## src/rtl/bft_pkg.sv

```systemverilog
// Shared sizing helpers and packet field layout for the BFT leaf interfaces.
// Packet layout, MSB first: {valid, addr, port, payload}.
package bft_pkg;

    localparam int STALL_W = 16;

    function automatic int addr_w(input int num_leaves);
        return $clog2(num_leaves);
    endfunction

    function automatic int port_w(input int num_ports);
        return (num_ports > 1) ? $clog2(num_ports) : 1;
    endfunction

    function automatic int p_sz(input int num_leaves, input int num_ports, input int payload_sz);
        return 1 + addr_w(num_leaves) + port_w(num_ports) + payload_sz;
    endfunction

    // Field offsets for the default 16-leaf, 4-port, 32-bit-payload build.
    localparam int DEF_PAYLOAD_SZ = 32;
    localparam int DEF_P_SZ       = p_sz(16, 4, DEF_PAYLOAD_SZ);
    localparam int VALID_BIT      = DEF_P_SZ - 1;
    localparam int ADDR_MSB       = DEF_P_SZ - 2;
    localparam int ADDR_LSB       = port_w(4) + DEF_PAYLOAD_SZ;
    localparam int PORT_MSB       = ADDR_LSB - 1;
    localparam int PORT_LSB       = DEF_PAYLOAD_SZ;

endpackage

```

## src/rtl/bft_sync_fifo.sv

```systemverilog
// Single-clock FIFO, depth 2**ASIZE; rdata is the head entry, read from registered storage.
// No bypass: a write becomes visible one cycle later; pushes while full and pops while empty are ignored.
module bft_sync_fifo #(
    parameter int DSIZE = 8,
    parameter int ASIZE = 2
) (
    input  logic             clk,
    input  logic             reset,
    input  logic             push,
    input  logic [DSIZE-1:0] wdata,
    input  logic             pop,
    output logic             full,
    output logic             empty,
    output logic [DSIZE-1:0] rdata
);

    localparam int DEPTH = 1 << ASIZE;

    logic [ASIZE:0]   wr_ptr_q, wr_ptr_d;
    logic [ASIZE:0]   rd_ptr_q, rd_ptr_d;
    logic [DSIZE-1:0] mem_q [DEPTH];
    logic [DSIZE-1:0] mem_d [DEPTH];
    logic             wr_en, rd_en;

    // Extra pointer MSB distinguishes full from empty when the indices match.
    assign empty = (wr_ptr_q == rd_ptr_q);
    assign full  = (wr_ptr_q[ASIZE] != rd_ptr_q[ASIZE]) &&
                   (wr_ptr_q[ASIZE-1:0] == rd_ptr_q[ASIZE-1:0]);
    assign rdata = mem_q[rd_ptr_q[ASIZE-1:0]];

    assign wr_en = push && !full;
    assign rd_en = pop && !empty;

    always_comb begin
        mem_d    = mem_q;
        wr_ptr_d = wr_ptr_q;
        rd_ptr_d = rd_ptr_q;
        if (wr_en) begin
            mem_d[wr_ptr_q[ASIZE-1:0]] = wdata;
            wr_ptr_d = wr_ptr_q + 1'b1;
        end
        if (rd_en) begin
            rd_ptr_d = rd_ptr_q + 1'b1;
        end
        if (reset) begin
            wr_ptr_d = '0;
            rd_ptr_d = '0;
        end
    end

    always_ff @(posedge clk) begin
        wr_ptr_q <= wr_ptr_d;
        rd_ptr_q <= rd_ptr_d;
        mem_q    <= mem_d;
    end

endmodule

```

## src/rtl/bft_leaf_mport.sv

```systemverilog
// Multi-port BFT leaf: per-port egress FIFOs round-robin merged onto the bus; ingress delivered 1 cycle after accept.
// Egress backpressure via per-port tx_ready (FIFO not full); ingress has none, bus_o and status are registered.
module bft_leaf_mport
    import bft_pkg::*;
#(
    parameter  int NUM_LEAVES = 16,
    parameter  int NUM_PORTS  = 4,
    parameter  int PAYLOAD_SZ = 32,
    parameter  int ADDR       = 0,
    parameter  int FIFO_AW    = 2,
    localparam int ADDR_W     = addr_w(NUM_LEAVES),
    localparam int PORT_W     = port_w(NUM_PORTS),
    localparam int P_SZ       = p_sz(NUM_LEAVES, NUM_PORTS, PAYLOAD_SZ)
) (
    input  logic                             clk,
    input  logic                             reset,
    input  logic [P_SZ-1:0]                  bus_i,
    output logic [P_SZ-1:0]                  bus_o,
    input  logic [NUM_PORTS-1:0]             tx_valid,
    output logic [NUM_PORTS-1:0]             tx_ready,
    input  logic [NUM_PORTS*ADDR_W-1:0]      tx_dest,
    input  logic [NUM_PORTS*PORT_W-1:0]      tx_dport,
    input  logic [NUM_PORTS*PAYLOAD_SZ-1:0]  tx_data,
    output logic                             rx_valid,
    output logic [PORT_W-1:0]                rx_port,
    output logic [PAYLOAD_SZ-1:0]            rx_data,
    output logic [STALL_W-1:0]               stall_cnt
);

    localparam int V_BIT  = P_SZ - 1;
    localparam int A_MSB  = P_SZ - 2;
    localparam int A_LSB  = PORT_W + PAYLOAD_SZ;
    localparam int PT_MSB = A_LSB - 1;
    localparam int PT_LSB = PAYLOAD_SZ;
    localparam logic [ADDR_W-1:0] MY_ADDR = ADDR_W'(ADDR);

    logic [NUM_PORTS-1:0] full, empty, push, pop;
    logic [P_SZ-1:0]      head [NUM_PORTS];
    logic                 accept, slot_free, pend;
    logic                 grant_vld;
    logic [PORT_W-1:0]    grant_idx, idx;

    logic [P_SZ-1:0]       bus_o_q, bus_o_d;
    logic                  rx_valid_q, rx_valid_d;
    logic [PORT_W-1:0]     rx_port_q, rx_port_d;
    logic [PAYLOAD_SZ-1:0] rx_data_q, rx_data_d;
    logic [STALL_W-1:0]    stall_q, stall_d;
    logic [PORT_W-1:0]     rr_ptr_q, rr_ptr_d;

    assign accept    = bus_i[V_BIT] && (bus_i[A_MSB:A_LSB] == MY_ADDR);
    assign slot_free = !bus_i[V_BIT] || accept;
    assign pend      = |(~empty);
    assign tx_ready  = ~full & {NUM_PORTS{!reset}};
    assign push      = tx_valid & tx_ready;

    for (genvar i = 0; i < NUM_PORTS; i++) begin : g_port
        bft_sync_fifo #(
            .DSIZE (P_SZ),
            .ASIZE (FIFO_AW)
        ) u_fifo (
            .clk   (clk),
            .reset (reset),
            .push  (push[i]),
            .wdata ({1'b1,
                     tx_dest[i*ADDR_W +: ADDR_W],
                     tx_dport[i*PORT_W +: PORT_W],
                     tx_data[i*PAYLOAD_SZ +: PAYLOAD_SZ]}),
            .pop   (pop[i]),
            .full  (full[i]),
            .empty (empty[i]),
            .rdata (head[i])
        );
    end

    // Round-robin: first non-empty port at or after rr_ptr, only when the slot is ours.
    always_comb begin
        grant_vld = 1'b0;
        grant_idx = '0;
        idx       = '0;
        for (int k = 0; k < NUM_PORTS; k++) begin
            idx = PORT_W'((int'(rr_ptr_q) + k) % NUM_PORTS);
            if (!grant_vld && !empty[idx]) begin
                grant_vld = 1'b1;
                grant_idx = idx;
            end
        end
        grant_vld = grant_vld && slot_free;
        for (int i = 0; i < NUM_PORTS; i++) begin
            pop[i] = grant_vld && (grant_idx == PORT_W'(i));
        end
    end

    always_comb begin
        bus_o_d    = '0;
        rx_valid_d = accept;
        rx_port_d  = rx_port_q;
        rx_data_d  = rx_data_q;
        stall_d    = stall_q;
        rr_ptr_d   = rr_ptr_q;

        if (grant_vld) begin
            bus_o_d  = head[grant_idx];
            rr_ptr_d = PORT_W'((int'(grant_idx) + 1) % NUM_PORTS);
        end else if (!slot_free) begin
            bus_o_d = bus_i;
        end

        if (accept) begin
            rx_port_d = bus_i[PT_MSB:PT_LSB];
            rx_data_d = bus_i[PAYLOAD_SZ-1:0];
        end

        if (pend && !slot_free && (stall_q != '1)) begin
            stall_d = stall_q + 1'b1;
        end

        if (reset) begin
            bus_o_d    = '0;
            rx_valid_d = 1'b0;
            rx_port_d  = '0;
            rx_data_d  = '0;
            stall_d    = '0;
            rr_ptr_d   = '0;
        end
    end

    always_ff @(posedge clk) begin
        bus_o_q    <= bus_o_d;
        rx_valid_q <= rx_valid_d;
        rx_port_q  <= rx_port_d;
        rx_data_q  <= rx_data_d;
        stall_q    <= stall_d;
        rr_ptr_q   <= rr_ptr_d;
    end

    assign bus_o     = bus_o_q;
    assign rx_valid  = rx_valid_q;
    assign rx_port   = rx_port_q;
    assign rx_data   = rx_data_q;
    assign stall_cnt = stall_q;

endmodule

```

## config.mk

```make
export PLATFORM = sky130hd
export DESIGN_NAME = bft_leaf_mport
export DESIGN_NICKNAME = d
export VERILOG_FILES = /design/src/rtl/bft_pkg.sv /design/src/rtl/bft_sync_fifo.sv /design/src/rtl/bft_leaf_mport.sv
export SDC_FILE = /design/constraint.sdc
export NUM_CORES = 1
export LEC_CHECK = 0
export ABC_AREA = 1
export BUFFER_PORTS_ARGS = -buffer_cell sky130_fd_sc_hd__buf_2
export CAP_MARGIN = 30
export CORE_MARGIN = 2
export CORE_UTILIZATION = 55
export DETAILED_ROUTE_END_ITERATION = 6
export GPL_TIMING_DRIVEN = 0
export PLACE_DENSITY = 0.78
export SYNTH_ARGS = -nofsm -noshare
export SYNTH_HDL_FRONTEND = slang
export SYNTH_HIERARCHICAL = 1
export SYNTH_SLANG_ARGS = --single-unit
```

## constraint.sdc

```tcl
create_clock -name clk -period 4.3 [get_ports clk]
set_input_delay 0.645 -clock clk [delete_from_list [all_inputs] [get_ports clk]]
set_output_delay 0.645 -clock clk [all_outputs]
set_load 0.02 [all_outputs]
```

; ---- After elaboration in Yosys (flattened, before gate mapping)
; Index checks and enable logic that the tools add are counted.
; W data, S select, Z words.
[word_totals]
output_inout_bits = 94
ff_bits = 740
[op_classes]
n_reduce_logical = 47
add_sub_neg = 13
muxes = 45
eq_ne = 16
n_bitwise = 13
n_lt_le_gt_ge = 17
[ops]
columns = operator, count
row1 = $bwmux W156, 4
row2 = $mux W39, 16
row3 = $bmux W39 S2, 5
row4 = $demux W39 S2, 4
row5 = $ge A3 B3 Y1 const B, 9
row6 = $logic_and A1 B1 Y1, 27
row7 = $not A2 Y3, 9
row8 = $add A3 B1 Y3 const B, 8
row9 = $add A16 B1 Y16 const B, 1
row10 = $logic_not A1 Y1, 16
row11 = $ne A16 B16 Y1 const B, 1
row12 = $eq A3 B3 Y1, 4
row13 = $lt A2 B3 Y1 const B, 4
row14 = $lt A3 B1 Y1 const B, 4
row15 = $and A4 B4 Y4, 2
row16 = $bmux W1 S2, 4
row17 = $eq A2 B2 Y1, 4
row18 = $mux W1, 8
row19 = $mux W2, 4
row20 = $not A4 Y4, 2
row21 = $add A2 B1 Y2 const B, 2
row22 = $add A2 B2 Y2 const B, 2
row23 = $eq A2 B2 Y1 const B, 2
row24 = $logic_not A4 Y1, 1
row25 = other kinds (5), 8

; ---- Logic depth before layout (Yosys ltp)
; Gate-level depths: netlist of the first run.
[logic_depth]
word_depth = 17
ltp_mapped = 24
ltp_nobuf = 23

; ---- By module
; The synthesis of the first run kept the hierarchy.
[by_module_without_submodules]
columns = module, area_per_inst_um2, cells_per_inst, instances, seq_area_each_um2
row1 = bft_sync_fifo (g_port[0].u_fifo ...), 6195.9, 447, 3, 4804.6
row2 = bft_sync_fifo (g_port[3].u_fifo), 6168.4, 444, 1, 4804.6
row3 = bft_leaf_mport, 6030.8, 1007, 1, 1841.8

; ---- Worst setup path after synthesis of the first run
; OpenSTA, ideal clock, no wires.
[synth_timing]
kind = input -> register
from = in reset
to = reg g_port[0].u_fifo/mem_q[100] (netlist bit) (enable)
arrival_ns = 3.292
stages = 5
setup_slack_ns = 0.573
n_path_buf = 2
required_time_ns = 3.865
cell_sequence = clkbuf_1 -> clkbuf_1 -> nor3b_1 -> nand2_1 -> nor2_1
[synth_between]
elab_chain_len = 4
[synth_lines]
columns = element, line
row1 = from (decl), bft_leaf_mport.sv:16  ; input logic reset,
row2 = $logic_not A1 Y1, bft_leaf_mport.sv:53  ; assign tx_ready = ~full & {NUM_PORTS{!reset}};
row3 = $and A4 B4 Y4, bft_leaf_mport.sv:53
row4 = $and A4 B4 Y4, bft_leaf_mport.sv:54  ; assign push = tx_valid & tx_ready;
row5 = net push[0], bft_leaf_mport.sv:37  ; logic [NUM_PORTS-1:0] full, empty, push, pop;
row6 = $logic_and A1 B1 Y1, bft_sync_fifo.sv:31  ; assign wr_en = push && !full;
row7 = to (signal assigned), bft_sync_fifo.sv:54  ; mem_q <= mem_d;
row8 = to (decl), bft_sync_fifo.sv:21  ; logic [DSIZE-1:0] mem_q [DEPTH];
; The timed path passes the listed nets, and every way through them passes these cells.
; A chain may end at the register's enable or synchronous reset.

; ---- Worst setup path after layout of the first run
[layout_timing]
from = reg g_port[1].u_fifo.rd_ptr_q[1]
to = reg g_port[2].u_fifo.rd_ptr_q[2]
[layout_between]
elab_chain_len = 15
[layout_lines]
columns = element, line
row1 = from (decl), bft_sync_fifo.sv:20  ; logic [ASIZE:0] rd_ptr_q, rd_ptr_d;
row2 = from (signal assigned), bft_sync_fifo.sv:53  ; rd_ptr_q <= rd_ptr_d;
row3 = $eq A3 B3 Y1 *, bft_sync_fifo.sv:26  ; assign empty = (wr_ptr_q == rd_ptr_q);
row4 = net empty[1], bft_leaf_mport.sv:37
row5 = $bmux W1 S2, bft_leaf_mport.sv:82  ; if (!grant_vld && !empty[idx]) begin
row6 = $mux W1 (not written as such), bft_leaf_mport.sv:82
row7 = $logic_not A1 Y1, bft_leaf_mport.sv:82
row8 = $logic_and A1 B1 Y1, bft_leaf_mport.sv:82
row9 = $mux W1, bft_leaf_mport.sv:82
row10 = $logic_not A1 Y1, bft_leaf_mport.sv:82
row11 = $logic_and A1 B1 Y1, bft_leaf_mport.sv:82
row12 = $mux W1, bft_leaf_mport.sv:82
row13 = $logic_not A1 Y1, bft_leaf_mport.sv:82
row14 = $logic_and A1 B1 Y1, bft_leaf_mport.sv:82
row15 = $mux W2 or $mux W1 (tied branches), bft_leaf_mport.sv:82
row16 = $eq A2 B2 Y1 or $logic_and A1 B1 Y1 (tied branches), "bft_leaf_mport.sv:89, bft_leaf_mport.sv:87"
row17 = $logic_and A1 B1 Y1 *, bft_leaf_mport.sv:89  ; pop[i] = grant_vld && (grant_idx == PORT_W'(i));
row18 = net pop[2], bft_leaf_mport.sv:37
row19 = $logic_and A1 B1 Y1 *, bft_sync_fifo.sv:32  ; assign rd_en = pop && !empty;
row20 = to (signal assigned), bft_sync_fifo.sv:53
row21 = to (decl), bft_sync_fifo.sv:20
; The timed path passes the listed nets; every way through them passes the cells marked *. The select of a mux whose other input is x is not followed.

==> impl_metrics.py, run 1 <==
metrics = {
    "yosys": {
        "post_synth_xor_area_fraction": 0.00406,
        "synth_warnings": 6,
        "ys_seq_area_frac": 0.684,
        "syn_inst": 2792,
        "synthTopCellsByArea": "edfxtp_1, dfxtp_1, o21ai_0",
        "yosysTopAreaCellShare": 0.609,
        "avgSynthCellArea_um2": 11.0,
        "syn_area_mm2": 0.0308,
        "synth-simple-area-share": 0.131,
        "synth_edf_count": 624,
        "synth_top_family_by_area": "simple AND/OR/NAND/NOR gates",
        "synth_top_area_cell": "edfxtp_1",
        "synth_compound_area_frac": 0.110,
        "synthAdderAreaFrac": 0.0102,
        "async_flop_share": 0,
        "synthDistinctLibCells": 36,
        "ys.flop_type": "edfxtp_1",
        "ys_ff_latch": 740,
        "muxShareOfSynthArea": 0,
    },
    "floorplanning": {
        "rows": 86,
        "die_h_um": 241,
        "die-area_mm2": 0.0579,
        "die_w_um": 241,
        "ioPinCount": 291,
        "initial_utilization": 0.558,
        "coreArea_mm2": 0.0552,
    },
    "global_route": {
        "grt_use_total": 0.310,
        "grt_pass1_vias": 22400,
        "grt_pass1_wl_um": 132000,
        "antenna_found_initial": 23,
        "use_met2": 0.492,
        "use_met3": 0.0630,
        "grt.met1_usage": 0.418,
        "overflow": 0,
        "grt_max_degree": 30,
        "top_usage_layer": "met2",
    },
    "final_layout": {
        "layout_common_cells": "edfxtp_1, nor2_1, o21ai_0",
        "ff_latch_area_mm2": 0.0211,
        "drive_above_1_share": 0.164,
        "multiInputGateArea_mm2": 0.00799,
        "fillers": 3959,
        "syn_to_final_growth_pct": 17.5,
        "final_common_cell": "edfxtp_1",
        "num-nets-final": 3411,
    },
    "sta": {
        "worst_pin_slew_ns": 0.991,
        "max_freq_mhz": 269,
        "relSlewSlack": 0.339,
        "final_hold_viol_count": 0,
        "setup_ws_ns": 0.584,
        "fin_crit_sh": 0.864,
        "setup_violations": 0,
        "slew_viol_final": 0,
        "period_needed_ns": 3.72,
        "clock_skew_ns": 0.0309,
        "rsz0062_at_grt": "no",
    },
    "clock_tree": {
        "cts_root_buf": "clkbuf_16",
        "cts.path.max_buffers": 3,
        "clkLatencyLatePin_ns": 0.63,
        "cts_tree": "built",
        "cts.sink_count": 740,
        "numCtsBuffers": 73,
        "cts_hold_buffers": 0,
        "cts_resized": 0,
        "cts_setup_buffers": 0,
        "htreeDepth": 3,
        "clkSlewWorstSetupHoldPaths_ns": 0.07,
    },
    "critical_path": {
        "r2r-start": "g_port[1].u_fifo/rd_ptr_q[1]",
        "regToRegEndpoint": "g_port[2].u_fifo/rd_ptr_q[2]",
        "critPathLaunchType": "flip-flop",
        "ff2ff_setup_slack_ns": 0.58,
        "critPathKind": "reg -> reg",
        "required_ns": 4.83,
        "endpoint": "g_port[2].u_fifo/rd_ptr_q[2]",
        "path_max_fanout": 11,
        "cp.arrival_ns": 4.24,
        "startpoint": "g_port[1].u_fifo/rd_ptr_q[1]",
        "crit_path_end_kind": "flip-flop",
        "reg2regPathDepth": 15,
    },
    "pwr": {
        "finalPower_mw": 24.9,
        "powerDensity_mw_per_mm2": 688,
        "irDropWorstVdd_mv": 0.439,
        "p_leak_nw": 14.0,
    },
    "drt": {
        "viasPerCell": 5.93,
        "drc": 0,
        "dr.pass1.iters": 6,
        "vias": 23800,
        "drt_wl_total_um": 91500,
        "routedWlPerCell_um": 22.8,
        "drtIter0Drc": 3271,
        "drtAntennaViolNets": 0,
    },
    "placement": {
        "dp_hpwl_um": 63900,
        "pre_cts_slack_ns": 0.255,
        "gp_congestion": 0.933,
        "io_buffers": 290,
    },
    "run_status": {
        "outcome": "finished, final reports clean",
    },
    "hold_path": {
        "hold_class": "in -> reg",
    },
    "run": {
        "max_cap_violations": 0,
    },
}
==> power by group <==
part           switching (mW)  internal (mW)  leakage (nW)
logic                    7.30           2.82          6.17
clock network            2.68           3.77          1.17
registers               0.166           8.16          6.62
==> final cells by class <==
cell class                 count  area share
antenna                       20     0.00138
clock inverter                30     0.00799
multi-input combinational   1604       0.221
buffer                       167      0.0213
timing repair buffer         307      0.0506
inverter                     296      0.0309
tap                          748      0.0259
clock buffer                 105      0.0590
sequential                   740       0.582
==> registers in the layout, summed over array words and instances, names as in the netlist <==
name and cells:
bus_o 39, rr_ptr_q 2, stall_cnt 16, g_port.u_fifo/rd_ptr_q 12, rx_valid 1, g_port.u_fifo/mem_q 624
g_port.u_fifo/wr_ptr_q 12, rx_port 2, rx_data 32
==> worst min-delay path by stage <==
| stage | depth (start not counted) | to | slack, ns | start |
|---|---|---|---|---|
| after detailed placement | 2 | rx_data[21] | 0.44 | rx_data[21] |
| after global routing | 1 | g_port[0].u_fifo/mem_q[143] | 0.22 | tx_data[26] |
| after floorplan | 2 | g_port[3].u_fifo/rd_ptr_q[2] | 0.50 | g_port[3].u_fifo/rd_ptr_q[2] |
| after CTS | 1 | g_port[0].u_fifo/mem_q[153] | 0.20 | tx_dest[2] |
| after global placement | 2 | rx_data[6] | 0.43 | rx_data[6] |
| final | 1 | g_port[0].u_fifo/mem_q[153] | 0.23 | tx_dest[2] |
==> synthesized netlist by cell type, drive strengths merged, types with 25 or more instances <==
cell type / number
buf: 63
nand2: 327
o22ai: 156
nand4: 84
ha: 25
nor2: 378
inv: 296
dfxtp: 116
o21ai: 358
edfxtp: 624
a21oi: 111
clkbuf: 104
nand3: 127
==> metal layers <==
layer  vias up  wire, um
li1      10600         -
met1     11500     33500
met2      1537     43000
met3       223     11100
met4        18      3840
met5         -       116
==> critical path, cell delays in order (launching register included) <==
cell and delay [ns]:
dfxtp_1 0.58, nand2_1 0.10, nand2_1 0.17, nand3_2 0.18, inv_1 0.18, nand4_1 0.70
nand3_4 0.49, buf_2 0.31, ha_1 0.20, inv_1 0.04, nor2_1 0.30, nand2_1 0.11
inv_1 0.08, nand3_1 0.07, nand2_1 0.06, nor2_1 0.04
==> per-stage QoR <==
stage	area, um^2	setup TNS (ns)	instances	hold WS, ns	utilization
finish	36200	0	4017	0.226	0.655
global route	36100	0	4005	0.224	0.655
CTS	36100	0	3997	0.201	0.654
detailed placement	33700	0	3862	0.436	0.611
global placement	33200	-803.67	3845	0.432	0.602
floorplan	30800	0	2807	0.496	-
==> cell families (layout without fill, tap and decap cells) <==
| kind of cell | count (synthesis) | count (layout) |
|---|---|---|
| compound gates | 627 | 627 |
| xor+xnor | 7 | 7 |
| fa+ha+maj | 25 | 25 |
| buf+inv | 463 | 905 |
| flops | 740 | 740 |
| other cells | 1 | 36 |
| simple gates | 929 | 929 |
(Power assumes the default switching activity.)
==> run 2: changes to the inputs <==
Settings changed: CTS_BUF_LIST set to sky130_fd_sc_hd__clkbuf_4, SLEW_MARGIN set to 10.
==> impl_metrics.py, run 2 (synthesized netlist as in run 1, its figures left out) <==
metrics = {
    "final_layout": {
        "utilization": 0.691,
        "num-nets-final": 3713,
        "regMostFlops": "g_port.u_fifo/mem_q",
        "layout_common_cells": "edfxtp_1, nor2_1, o21ai_0",
        "largest_register_ffs": 624,
        "syn_to_final_growth_pct": 23.9,
        "fin_area_mm2": 0.0381,
        "drive_above_1_share": 0.199,
        "final_common_cell": "edfxtp_1",
    },
    "hold_path": {
        "hold_class": "in -> reg",
    },
    "floorplanning": {
        "rows": 86,
        "die_w_um": 241,
        "die-area_mm2": 0.0579,
        "coreArea_mm2": 0.0552,
        "ioPinCount": 291,
        "initial_utilization": 0.558,
        "die_h_um": 241,
    },
    "clock_tree": {
        "htreeDepth": 4,
        "cts_tree": "built",
        "cts_hold_buffers": 195,
        "cts.path.max_buffers": 3,
        "cts_resized": 0,
        "clkSlewWorstSetupHoldPaths_ns": 0.07,
        "cts_root_buf": "clkbuf_4",
        "cts.sink_count": 740,
        "numCtsBuffers": 179,
        "clkLatencyLatePin_ns": 1.03,
        "cts_setup_buffers": 0,
    },
    "global_route": {
        "grt_pass1_vias": 24800,
        "antenna_found_initial": 10,
        "grt_pass1_wl_um": 141000,
        "grt_max_degree": 29,
        "overflow": 0,
        "grt_use_total": 0.330,
    },
    "drt": {
        "drt_wl_total_um": 96200,
        "drc": 0,
        "viasPerCell": 5.80,
        "drtAntennaViolNets": 0,
        "vias": 25500,
        "drtIter0Drc": 3530,
        "routedWlPerCell_um": 21.9,
        "dr.pass1.iters": 6,
    },
    "sta": {
        "rsz0062_at_grt": "no",
        "worst_pin_slew_ns": 0.946,
        "setup_violations": 0,
        "clock_skew_ns": 0.0765,
        "max_freq_mhz": 261,
        "period_needed_ns": 3.83,
        "fin_crit_sh": 0.891,
        "final_hold_viol_count": 0,
        "slew_viol_final": 0,
        "relSlewSlack": 0.369,
        "setup_ws_ns": 0.470,
    },
    "pwr": {
        "p_leak_nw": 15.0,
        "irDropWorstVdd_mv": 0.398,
        "powerDensity_mw_per_mm2": 648,
    },
    "critical_path": {
        "critPathKind": "reg -> reg",
        "required_ns": 5.17,
        "path_max_fanout": 11,
        "cp.arrival_ns": 4.70,
        "critPathLaunchType": "flip-flop",
        "crit_path_end_kind": "flip-flop",
    },
    "run_status": {
        "outcome": "finished, final reports clean",
    },
    "placement": {
        "gp_congestion": 0.933,
        "dp_hpwl_um": 63800,
        "placed_area_mm2": 0.0337,
        "io_buffers": 290,
        "pre_cts_slack_ns": 0.283,
    },
    "run": {
        "max_cap_violations": 0,
    },
}
-- run 2: cell types whose count changed in the layout (fill, tap and decap cells not counted), sizes merged --
cell	previous run	this run
dlygate4sd3	0	195
clkinv	19	38
buf	370	371
clkbuf	209	384
bufinv	5	4
inv	298	299
clkinvlp	4	2
diode	20	17
-- run 2: area by class of cell --
class / instances / area (um^2)
multi-input combinational: 1604 / 7990
buffer: 167 / 772
inverter: 296 / 1120
tap: 748 / 936
clock inverter: 47 / 312
antenna: 17 / 42.5
sequential: 740 / 21100
timing repair buffer: 503 / 3810
clock buffer: 280 / 2100
fill: 3699 / 17100
-- run 2: report_power, final --
group / switching (mW) / internal, mW
combinational: 7.40 / 2.94
sequential: 0.179 / 8.16
clock: 2.82 / 3.20
-- run 2: worst paths after layout --
| kind | start | endpoint | slack [ns] | cells after the start |
|---|---|---|---|---|
| hold reg to reg | rx_data[28] | rx_data[28] | 0.45 | 2 |
| setup / recovery | g_port[1].u_fifo/rd_ptr_q[1] | g_port[2].u_fifo/rd_ptr_q[2] | 0.47 | 15 |
| setup reg to reg | g_port[1].u_fifo/rd_ptr_q[1] | g_port[2].u_fifo/rd_ptr_q[2] | 0.47 | 15 |
| hold / removal | tx_valid[2] | g_port[2].u_fifo/wr_ptr_q[0] | 0.22 | 5 |
-- run 2: metrics by stage --
stage	power [mW]	TNS (ns)	cells	hold slack [ns]
2_1_floorplan	14.6	0	2807	0.496
3_3_place_gp	18.0	-803.67	3845	0.432
3_5_place_dp	18.2	0	3863	0.435
4_1_cts	24.3	0	4385	0.0764
5_1_grt	25.9	0	4394	0.161
6_report	24.7	0	4402	0.220
-- run 2: metal layers --
layer	track usage	routed length, um	part of all wire	up-vias
met5	0	26	0.00027	-
met4	0.185	4670	0.049	4
met3	0.0814	11900	0.12	300
met2	0.518	45100	0.47	1800
met1	0.421	34500	0.36	12100
li1	-	-	-	11300
-- run 2: critical path, stage by stage (launching register included) --
cell and delay [ns]:
dfxtp_1 0.57, nand2_1 0.09, nand2_1 0.17, nand3_2 0.18, inv_1 0.18, nand4_1 0.74
nand3_4 0.49, buf_2 0.31, ha_1 0.20, inv_1 0.04, nor2_1 0.35, nand2_1 0.11
inv_1 0.08, nand3_1 0.08, nand2_1 0.06, nor2_1 0.04
